<file path="src/rtl/vetor_pkg.sv">
// Shared definitions for the operand feeder and the downstream MAC stage.
package vetor_pkg;

  typedef enum logic [1:0] {IDLE, CLEAR, STREAM, FINISH} state_t;

  localparam int WIDTH = 10;
  localparam int ACC_W = 22;

endpackage

</file>
<file path="src/rtl/vetor_bank.sv">
// DEPTH x WIDTH register file: one synchronous write port, one asynchronous read port.
module vetor_bank
  import vetor_pkg::*;
#(
  parameter int WIDTH  = vetor_pkg::WIDTH,
  parameter int DEPTH  = 4,
  parameter int ADDR_W = 2
) (
  input  logic              clock,
  input  logic              reset,
  input  logic              we,
  input  logic [ADDR_W-1:0] waddr,
  input  logic [WIDTH-1:0]  wdata,
  input  logic [ADDR_W-1:0] raddr,
  output logic [WIDTH-1:0]  rdata
);

  logic [WIDTH-1:0] mem [DEPTH];

  always_ff @(posedge clock or posedge reset) begin
    if (reset) begin
      for (int i = 0; i < DEPTH; i++) mem[i] <= '0;
    end else if (we) begin
      mem[waddr] <= wdata;
    end
  end

  assign rdata = mem[raddr];

endmodule

</file>
<file path="src/rtl/vetor_feeder.sv">
// Streams (A[i], B[i]) operand pairs to a free-running MAC, preceded by an accumulator clear.
module vetor_feeder
  import vetor_pkg::*;
#(
  parameter int WIDTH  = vetor_pkg::WIDTH,
  parameter int DEPTH  = 4,
  parameter int ADDR_W = 2
) (
  input  logic              clock,
  input  logic              reset,
  input  logic              wr_en,
  input  logic              wr_sel,
  input  logic [ADDR_W-1:0] wr_addr,
  input  logic [WIDTH-1:0]  wr_data,
  input  logic [ADDR_W:0]   len,
  input  logic              start,
  output logic              busy,
  output logic              acc_clear,
  output logic [WIDTH-1:0]  k,
  output logic [WIDTH-1:0]  l,
  output logic              pair_valid,
  output logic              last,
  output logic              done,
  output logic              wr_err
);

  state_t            state;
  logic [ADDR_W-1:0] idx;
  logic [ADDR_W-1:0] rd_addr;
  logic [ADDR_W:0]   len_q;
  logic [WIDTH-1:0]  a_rd;
  logic [WIDTH-1:0]  b_rd;
  logic              wr_ok;
  logic              at_end;
  logic              next_last;

  function automatic logic [ADDR_W:0] clamp_len(input logic [ADDR_W:0] n);
    if (n > (ADDR_W+1)'(DEPTH)) return (ADDR_W+1)'(DEPTH);
    return n;
  endfunction

  // Banks only change while idle, so the read side never sees a half-updated pass.
  assign wr_ok = wr_en && (state == IDLE) && ({1'b0, wr_addr} < (ADDR_W+1)'(DEPTH));

  // Read one element ahead so k/l can be registered straight from the banks.
  assign rd_addr   = (state == CLEAR) ? '0 : idx + ADDR_W'(1);
  assign at_end    = ({1'b0, idx} == len_q - (ADDR_W+1)'(1));
  assign next_last = ({1'b0, rd_addr} == len_q - (ADDR_W+1)'(1));

  vetor_bank #(.WIDTH(WIDTH), .DEPTH(DEPTH), .ADDR_W(ADDR_W)) u_bank_a (
    .clock (clock),
    .reset (reset),
    .we    (wr_ok && !wr_sel),
    .waddr (wr_addr),
    .wdata (wr_data),
    .raddr (rd_addr),
    .rdata (a_rd)
  );

  vetor_bank #(.WIDTH(WIDTH), .DEPTH(DEPTH), .ADDR_W(ADDR_W)) u_bank_b (
    .clock (clock),
    .reset (reset),
    .we    (wr_ok && wr_sel),
    .waddr (wr_addr),
    .wdata (wr_data),
    .raddr (rd_addr),
    .rdata (b_rd)
  );

  always_ff @(posedge clock or posedge reset) begin
    if (reset) begin
      state      <= IDLE;
      idx        <= '0;
      len_q      <= '0;
      busy       <= 1'b0;
      acc_clear  <= 1'b0;
      k          <= '0;
      l          <= '0;
      pair_valid <= 1'b0;
      last       <= 1'b0;
      done       <= 1'b0;
      wr_err     <= 1'b0;
    end else begin
      acc_clear  <= 1'b0;
      done       <= 1'b0;
      pair_valid <= 1'b0;
      last       <= 1'b0;
      k          <= '0;
      l          <= '0;
      if (wr_en && state != IDLE) wr_err <= 1'b1;
      case (state)
        IDLE: begin
          if (start) begin
            state     <= CLEAR;
            len_q     <= clamp_len(len);
            idx       <= '0;
            busy      <= 1'b1;
            acc_clear <= 1'b1;
            wr_err    <= 1'b0;
          end
        end
        CLEAR, STREAM: begin
          if ((state == CLEAR && len_q == '0) || (state == STREAM && at_end)) begin
            state <= FINISH;
            busy  <= 1'b0;
            done  <= 1'b1;
          end else begin
            state      <= STREAM;
            idx        <= rd_addr;
            k          <= a_rd;
            l          <= b_rd;
            pair_valid <= 1'b1;
            last       <= next_last;
          end
        end
        FINISH: state <= IDLE;
        default: state <= IDLE;
      endcase
    end
  end

endmodule

</file>
<file path="config.mk">
export PLATFORM = sky130hd
export DESIGN_NAME = vetor_feeder
export DESIGN_NICKNAME = d
export VERILOG_FILES = /design/src/rtl/vetor_pkg.sv /design/src/rtl/vetor_bank.sv /design/src/rtl/vetor_feeder.sv
export SDC_FILE = /design/constraint.sdc
export NUM_CORES = 1
export LEC_CHECK = 0
export CAP_MARGIN = 20
export CORE_UTILIZATION = 45
export CTS_CLUSTER_DIAMETER = 60
export DETAILED_ROUTE_END_ITERATION = 8
export SETUP_SLACK_MARGIN = 0.4
export SYNTH_ARGS = -nofsm -noshare
export SYNTH_HDL_FRONTEND = slang
export SYNTH_HIERARCHICAL = 1
export SYNTH_SLANG_ARGS = --single-unit
</file>
<file path="constraint.sdc">
create_clock -name clock -period 3.3 [get_ports clock]
set_input_delay 0.495 -clock clock [delete_from_list [all_inputs] [get_ports clock]]
set_output_delay 0.495 -clock clock [all_outputs]
set_load 0.02 [all_outputs]
</file>
# Yosys cells after proc, flatten, opt, wreduce, memory -nomap -nowiden
# Cells that the tools add are included.
op_classes:
  multipliers: 0
  reduce_logical: 17
  magnitude_cmp: 4
  div: 0
  eq_ne: 8
  n_addsub: 2
  shifts: 0
  n_mux: 40
  n_bitwise: 2
op_table:
  columns: ["operator", "count"]
  rows:
  - ["two-way mux 10 bit", 9]
  - ["bitwise mux 40 bit", 2]
  - ["binary-select mux 10 bit (select 2 bit)", 2]
  - ["demux 10 bit (select 2 bit)", 1]
  - ["two-way mux 1 bit", 17]
  - ["two-way mux 2 bit", 4]
  - ["logical AND 1 bit", 7]
  - ["equality test 2 x 3 -> 1 bit", 2]
  - [">= comparator 3 bit, second input constant", 2]
  - ["two-way mux 3 bit", 2]
  - ["inequality test 2 bit, second input constant", 3]
  - ["inverter 2 -> 3 bit", 2]
  - ["one-hot mux 2 bit (3 select lines)", 1]
  - ["AND reduction 3 bit", 2]
  - ["equality test 2 bit, second input constant", 2]
  - ["one-hot mux 2 bit (2 select lines)", 1]
  - ["nonzero test 2 bit", 2]
  - ["> comparator 3 bit, second input constant", 1]
  - ["logical NOT 3 bit", 1]
  - ["less-than comparator 3 x 1 -> 1 bit, second input constant", 1]
  - ["subtractor 3 x 1 -> 3 bit, second input constant", 1]
  - ["adder 2 x 1 -> 2 bit, second input constant", 1]
  - ["equality test 2 x 1 -> 1 bit, second input constant", 1]
  - ["logical NOT 2 bit", 1]
  - ["5 further kinds", 5]
totals:
  mem_bits_rw: 0
  latchBits: 0
  input_bits: 20
  rom_bits: 0
  n_memories: 0
  wordCells: 92
  ff_bits: 113

# Depth between registers and ports, before layout
# Gate-level depths: netlist (run 1).
logic_depth:
  ltp_word: 8
  mapped_depth: 7
  depth_no_buf: 6

# Modules after synthesis
# Netlist (run 1), hierarchy kept.
by_module_without_submodules:
  columns: ["mod", "instances", "cells_per_inst", "area_each_um2", "seq_area_each_um2"]
  rows:
  - ["vetor_bank", 2, 100, 1843.0, 1001.0]
  - ["vetor_feeder", 1, 117, 1371.3, 825.8]

# Worst setup path after synthesis (run 1)
# Ideal clock, no wire load.
synth_timing:
  path_type: "flip-flop to flip-flop"
  startpoint: "reg state[1]"
  endpoint: "reg k[0]"
  period_less_slack_ns: 1.840
  arrival_ns: 1.721
  path_stages_with_launch: 7
  path_slack_ns: 1.460
  path_buffers: 1
  setup_time_ns: 0.120
  cell_sequence: "dfrtp_1 > inv_1 > ha_1 > nor2_1 > buf_6 > mux4_2 > and3_1"
synth_via:
  elab_chain_len: 8
synth_lines:
  columns: ["element", "line_no", "rtl"]
  rows:
  - ["from (decl)", "vetor_feeder.sv:27", "state_t state;"]
  - ["from (signal assigned)", "vetor_feeder.sv:72", "state <= IDLE;"]
  - ["from (signal assigned)", "vetor_feeder.sv:94", "state <= CLEAR;"]
  - ["from (signal assigned)", "vetor_feeder.sv:104", "state <= FINISH;"]
  - ["equality test 2 x 1 -> 1 bit", "vetor_feeder.sv:46", "assign rd_addr = (state == CLEAR) ? '0 : idx + ADDR_W'(1);"]
  - ["two-way mux 2 bit", "vetor_feeder.sv:46", null]
  - ["net rd_addr[0]", "vetor_feeder.sv:29", "logic [ADDR_W-1:0] rd_addr;"]
  - ["inverter 2 -> 3 bit (implied by the code)", "vetor_bank.sv:28", "assign rdata = mem[raddr];"]
  - ["binary-select mux 10 bit (select 2 bit)", "vetor_bank.sv:28", null]
  - ["two-way mux 10 bit (implied by the code) (2 in series)", "vetor_bank.sv:28", null]
  - ["net a_rd[0]", "vetor_feeder.sv:31", "logic [WIDTH-1:0] a_rd;"]
  - ["two-way mux 10 bit", "vetor_feeder.sv:103", "if ((state == CLEAR && len_q == '0) || (state == STREAM && at_end)) begin"]
  - ["two-way mux 10 bit", "vetor_feeder.sv:91", "case (state)"]
  - ["to (signal assigned)", "vetor_feeder.sv:110", "k <= a_rd;"]
  - ["to (decl)", "vetor_feeder.sv:19", "output logic [WIDTH-1:0] k,"]
# The timed path passes the listed nets, and every way through them passes these cells. The select of a mux whose other input is x is not followed.
# A chain may end at the register's enable or synchronous reset.

# Final worst setup path (run 1)
layout_timing:
  startpoint: "reg len_q[0]"
  endpoint: "reg last"
layout_via:
  elab_chain_len: 6
layout_lines:
  columns: ["element", "line_no", "rtl"]
  rows:
  - ["from (decl)", "vetor_feeder.sv:30", "logic [ADDR_W:0] len_q;"]
  - ["from (signal assigned)", "vetor_feeder.sv:95", "len_q <= clamp_len(len);"]
  - ["subtractor 3 x 1 -> 3 bit", "vetor_feeder.sv:47, vetor_feeder.sv:48", null]
  - ["equality test 2 x 3 -> 1 bit", "vetor_feeder.sv:47", "assign at_end = ({1'b0, idx} == len_q - (ADDR_W+1)'(1));"]
  - ["logical AND 1 bit", "vetor_feeder.sv:103", null]
  - ["logical OR 1 bit", "vetor_feeder.sv:103", null]
  - ["two-way mux 1 bit *", "vetor_feeder.sv:103", null]
  - ["two-way mux 1 bit *", "vetor_feeder.sv:91", null]
  - ["to (signal assigned)", "vetor_feeder.sv:113", "last <= next_last;"]
  - ["to (decl)", "vetor_feeder.sv:22", "output logic last,"]
# Every way passes the cells marked *; elsewhere a longest branch is shown, timed or not.

==> qor.csv, run 1 <==
metric;value;unit
ir_drop;484;uV
ctsHoldBuffers;0;
crit_type;flop to flop;
root_buffer;clkbuf_8;
antenna_found_initial;0;
reg2reg_depth;6;
grt-ovfl-total;0;
r2r_setup_slack;1.14;ns
vias;2851;
max_freq;0.463;GHz
synthesis.instances;317;
end_kind;flop;
ys_async_sr_fraction;100;%
status;completed;
skew;0.00665;ns
p_leak;2.96;nW
instances_no_fill;528;
powerDensity;1060;nW/um^2
n_antenna_cell;0;
htree_levels;4;
cts_buffers;17;
worstMarginPinSlew;0.627;ns
period_needed;2.16;ns
grt_setup_unrepaired;no;
ys_types;32;
grt_max_degree;41;
synth_area;5060;sq um
drv_cap;0;
power;6.60;mW
clk_latency;0.49;ns
slew_viol_final;0;
synth_nets;343;
slew_headroom;58.2;%
fin_crit_sh;65.4;%
drc_errors;0;
viasPerCell;5.40;
rows;38;
die-width;108;um
routabilityCongestion;0.748;
wl_per_cell;19.6;um
clkTransAtPathRegs;0.05;ns
hp-class;input port to asynchronous set/reset pin;
cts_tree;built;
drive_gt1_share;38.9;%
dr.pass1.iters;4;
crit_chain;inv_1, ha_1, xnor2_1, o41a_1, and2_4, nor4b_1;
coreArea;10900;sq um
reg2reg_from;len_q[0]$_DFFE_PP0P_;
holdWs;0.226;ns
drtIter0Drc;97;
die_h;108;um
routed_wl;10400;um
track_usage;19.9;%
cp-startpoint;len_q[0]$_DFFE_PP0P_;
pin_count;46;
die-area;11700;sq um
post_cts_buffers;0;
cp_max_fo;11;
crit_required;3.68;ns
arrival;2.54;ns
crit_path_end;last$_DFF_PP0_;
initial_utilization;46.4;%
areaGrowthSynthToFinish;23.0;%
grt_pass1_wl;16800;um
cp_slowest_cell;o41a_1;
synth_enable_flop_cells;0;
post_cts_resized;0;
max_stage_delay;0.46;ns
postRouteAntennaNets;0;
grt_pass1_vias;3064;
syn_avg_cell_area;16.0;sq um
ys_warn_count;6;
r2r_end;last$_DFF_PP0_;
ys_seq_area_share;55.9;%
finalHoldViolCount;0;
dpl.cell_count;499;
ys_seq_elements;113;
tns;0;ns
fin_nets;404;
setup_viol;0;
worstSetupStartpointType;flop;
io_buffers;45;
dp_hpwl;6720;um
clockBufferDepth;2;
synth_ff_type;dfrtp_1;
clock_sinks;113;
## worst min-delay path by stage
stage                                   endpoint  depth (start not counted)                         from  slack (ns)
floorplan            u_bank_a/mem[0]$_DFFE_PP0P_                          1  u_bank_a/mem[0]$_DFFE_PP0P_        0.47
global placement     u_bank_b/mem[1]$_DFFE_PP0P_                          1  u_bank_b/mem[1]$_DFFE_PP0P_        0.48
detailed placement   u_bank_b/mem[9]$_DFFE_PP0P_                          1  u_bank_b/mem[9]$_DFFE_PP0P_        0.49
CTS                 u_bank_b/mem[10]$_DFFE_PP0P_                          2                        reset        0.21
global route        u_bank_b/mem[10]$_DFFE_PP0P_                          2                        reset        0.22
finish              u_bank_b/mem[10]$_DFFE_PP0P_                          2                        reset        0.23
## per-stage QoR
stage / setup WS [ns] / util [%] / area, sq um
finish: 1.14 / 57.1 / 6220
global route: 0.931 / 57.1 / 6220
global placement: 1.09 / 52.1 / 5670
detailed placement: 1.08 / 52.1 / 5670
CTS: 1.12 / 57.1 / 6220
floorplan: 1.46 / - / 5060
## cell usage in the layout, fill, tap and decap left out, drive strengths merged, types with 3 or more instances in the layout
master and count:
clkinv 5, ha 6, xnor2 5, dfrtp 113, nand2 4, buf 13, clkdlybuf4s50 45, nor2 7
nand3b 7, clkbuf 22, and3 21, inv 11, o21ai 5, mux2 82, mux4 20, nor3b 3
## kinds of logic after synthesis
family / after synthesis / synth area share [%]
buf+inv: 27 / 3.29
xor+xnor: 6 / 1.04
fa+ha+maj: 6 / 1.48
compound gates: 13 / 1.71
flops: 113 / 55.9
mux: 102 / 30.1
simple gates: 50 / 6.43
## where the power goes
| group | leakage (nW) | switching [mW] | internal [mW] |
|---|---|---|---|
| logic | 1.24 | 1.04 | 1.50 |
| clock network | 0.276 | 0.576 | 1.11 |
| registers | 1.45 | 0.335 | 2.04 |
| total | 2.96 | 1.95 | 4.65 |
## cell usage after synthesis, types with 2 or more instances
master,n,area (sq um)
a31oi_1,2,12.5
clkbuf_2,3,15.0
mux4_2,20,450
dfrtp_1,113,2830
mux2_2,42,473
o21ai_0,4,20.0
ha_1,6,75.1
mux2_4,40,601
nand2_1,4,15.0
a21oi_1,2,10.0
buf_6,8,90.1
inv_1,11,41.3
nor2_1,7,26.3
and3_1,21,131
nor3b_2,2,25.0
xnor2_1,5,43.8
nand3_2,2,20.0
clkbuf_1,4,15.0
nand3b_1,7,52.6
nor2b_1,2,12.5
## final cells by class
cell class | instances | area, sq um
clock inverters | 7 | 85.1
inverters | 11 | 41.3
clock buffers | 22 | 463
repair buffers | 58 | 561
multi-input cells | 177 | 2070
flip-flops and latches | 113 | 2830
well taps | 140 | 175
fillers | 888 | 4670
## worst max-delay path, delay by kind of cell, from the launching register on
kind,cells,cell delay [ns]
buf+inv,1,0.09
xor+xnor,1,0.26
flops,1,0.40
fa+ha+maj,1,0.35
simple gates,2,0.49
compound gates,1,0.46
## routing by layer
metal | GRT usage [%] | vias up | routed length, um
li1 | - | 1271 | -
met4 | 5.38 | 0 | 73
met5 | 0 | - | 0
met1 | 26.5 | 1520 | 4620
met2 | 32.7 | 52 | 5350
met3 | 4.88 | 8 | 316
## sequential cells by signal, indices dropped and copies added, names as in the netlist
| signal | flops |
|---|---|
| u_bank_a/mem | 40 |
| u_bank_b/mem | 40 |
| k | 10 |
| l | 10 |
| len_q | 3 |
| idx | 2 |
| state | 2 |
| acc_clear | 1 |
| busy | 1 |
| done | 1 |
| last | 1 |
| pair_valid | 1 |
| wr_err | 1 |
Power figures use the tool's default switching activity.
==> run 2: changes to the inputs <==
PLACE_DENSITY = 0.67   (was not set)
clock period = 1.8 ns   (was 3.3 ns; I/O delays follow)
==> run 2 against run 1 <==
Effect of this change:
- the flow now finishes with violations (negative setup slack)
- via count is 7.9% higher
- clock skew barely moved
- first-iteration DRC count increased by 38%
- worst hold slack got worse by 0.00084 ns
- critical path type unchanged
- largest cell class unchanged
- highest routed layer unchanged
==> qor.csv, run 2 (synthesis gave the netlist of run 1 again) <==
metric;value;unit
slew_headroom;65.4;%
hp-class;input port to asynchronous set/reset pin;
die-area;11700;sq um
final_cell_mix;dfrtp_1 (113), mux2_4 (82), buf_2 (26), buf_4 (25), mux4_2 (20);
cp_max_fo;6;
viasPerCell;5.46;
end_kind;flop;
final_common_cell;dfrtp_1;
root_buffer;clkbuf_8;
cts_tree;built;
pin_count;46;
grt_setup_unrepaired;yes;
dr.pass1.iters;4;
clockBufferDepth;2;
antenna_found_initial;0;
htree_levels;4;
fin_nets;441;
dp_hpwl;6740;um
wl_per_cell;20.6;um
clock_sinks;113;
clk_latency;0.51;ns
grt_max_degree;41;
cts_buffers;17;
drtIter0Drc;134;
initial_utilization;46.4;%
grt_pass1_wl;18400;um
vias;3077;
postRouteAntennaNets;0;
period_needed;1.86;ns
crit_required;2.20;ns
crit_chain;ha_4, nor2_4, clkbuf_16, mux4_2, and3_4;
die-width;108;um
track_usage;21.8;%
finalHoldViolCount;0;
worstSetupStartpointType;flop;
rows;38;
skew;0.00715;ns
place_area;6020;sq um
areaGrowthSynthToFinish;38.1;%
fin_area;6990;sq um
fin_crit_sh;104;%
grt_pass1_vias;3333;
fin_ws;-0.0648;ns
crit_type;flop to flop;
holdWs;0.225;ns
powerDensity;2000;nW/um^2
max_freq;0.536;GHz
status;complete, but fails checks;
fin_util;64.2;%
reg_top3;u_bank_a/mem x40, u_bank_b/mem x40;
die_h;108;um
drc_errors;0;
n_antenna_cell;0;
clkTransAtPathRegs;0.05;ns
routabilityCongestion;0.764;
worstMarginPinSlew;0.518;ns
cp_slowest_cell;mux4_2;
p_leak;3.43;nW
max_stage_delay;0.50;ns
ir_drop;1470;uV
io_buffers;45;
violations;negative setup slack;
slew_viol_final;0;
setup_viol;32;
arrival;2.27;ns
grt-ovfl-total;0;
drv_cap;0;
routed_wl;11600;um
coreArea;10900;sq um
drive_gt1_share;59.9;%
==> run 2: changes by cell type in the layout (fill, tap and decap cells not counted), moves of 4 or more <==
cell             previous run  this run
mux2_2                     42         0
mux2_4                     40        82
buf_2                       0        26
clkdlybuf4s50_1            45        19
and3_1                     21         2
and3_4                      0        19
buf_6                       0        14
buf_4                      12        25
buf_12                      1         8
inv_1                      11         5
inv_2                       0         5
ha_1                        6         2
==> run 2: routing by layer <==
layer / track usage (%) / wire length, um / vias up / part of all wire, %
met2: 35.3 / 5640 / 78 / 49
met5: 0 / 0 / - / 0
li1: - / - / 1346 / -
met1: 28.5 / 5280 / 1630 / 45
met3: 5.18 / 474 / 23 / 4.1
met4: 8.61 / 207 / 0 / 1.8
==> run 2: what timing repair did <==
action | in CTS | in global routing
gates resized for setup | 176 | 24
hold buffers | 0 | 0
cloned | 3 | 1
pin swaps | 10 | 18
setup buffers | 7 | 4
setup endpoints to repair | 134 | 111
==> run 2: through the flow <==
step	setup WS [ns]	power (mW)	TNS, ns	cells
floorplan	0.0831	8.01	0	317
global placement	-0.0965	9.52	-2.03	521
detailed placement	-0.115	9.67	-3.14	521
CTS	-0.0376	13.4	-0.147	559
global route	-0.0949	14.7	-2.49	564
finish	-0.0648	14.0	-0.781	564
==> run 2: where the power goes <==
group / total (mW) / switching [mW] / internal, mW
sequential: 4.41 / 0.670 / 3.74
clock: 3.07 / 1.08 / 1.99
combinational: 6.52 / 2.55 / 3.98
total: 14.0 / 4.30 / 9.70
==> run 2: final cells by class <==
class / count / area, sq um
Clock inverter: 8 / 90.1
Sequential cell: 113 / 2830
Fill cell: 792 / 3900
Clock buffer: 20 / 445
Tap cell: 140 / 175
Multi-Input combinational cell: 178 / 2530
Inverter: 11 / 43.8
Timing Repair Buffer: 94 / 878
==> run 2: worst paths after layout <==
path / from / endpoint / slack (ns) / cells after the start
max reg2reg: state[0]$_DFFE_PP0P_ / l[0]$_DFF_PP0_ / -0.06 / 5
min in group clock: len[1] / len_q[1]$_DFFE_PP0P_ / 0.35 / 3
min reg2reg: u_bank_a/mem[6]$_DFFE_PP0P_ / u_bank_a/mem[6]$_DFFE_PP0P_ / 0.50 / 1
max in group asynchronous: reset / u_bank_b/mem[28]$_DFFE_PP0P_ / 1.19 / 3
max: state[0]$_DFFE_PP0P_ / l[0]$_DFF_PP0_ / -0.06 / 5
min: reset / k[3]$_DFF_PP0_ / 0.23 / 3
==> run 2: critical path: cells and delay by family (launching register included) <==
kind,cells,cell delay [ns]
buffers and inverters,1,0.22
muxes,1,0.50
DFF,1,0.43
and+or+nand+nor,2,0.40
adders and majority gates,1,0.20
==> run 3: changes to the inputs <==
CTS_CLUSTER_DIAMETER = not set   (was 60)
==> results of run 3 <==
The final DEF is identical to that of run 2; final timing and power are the same.
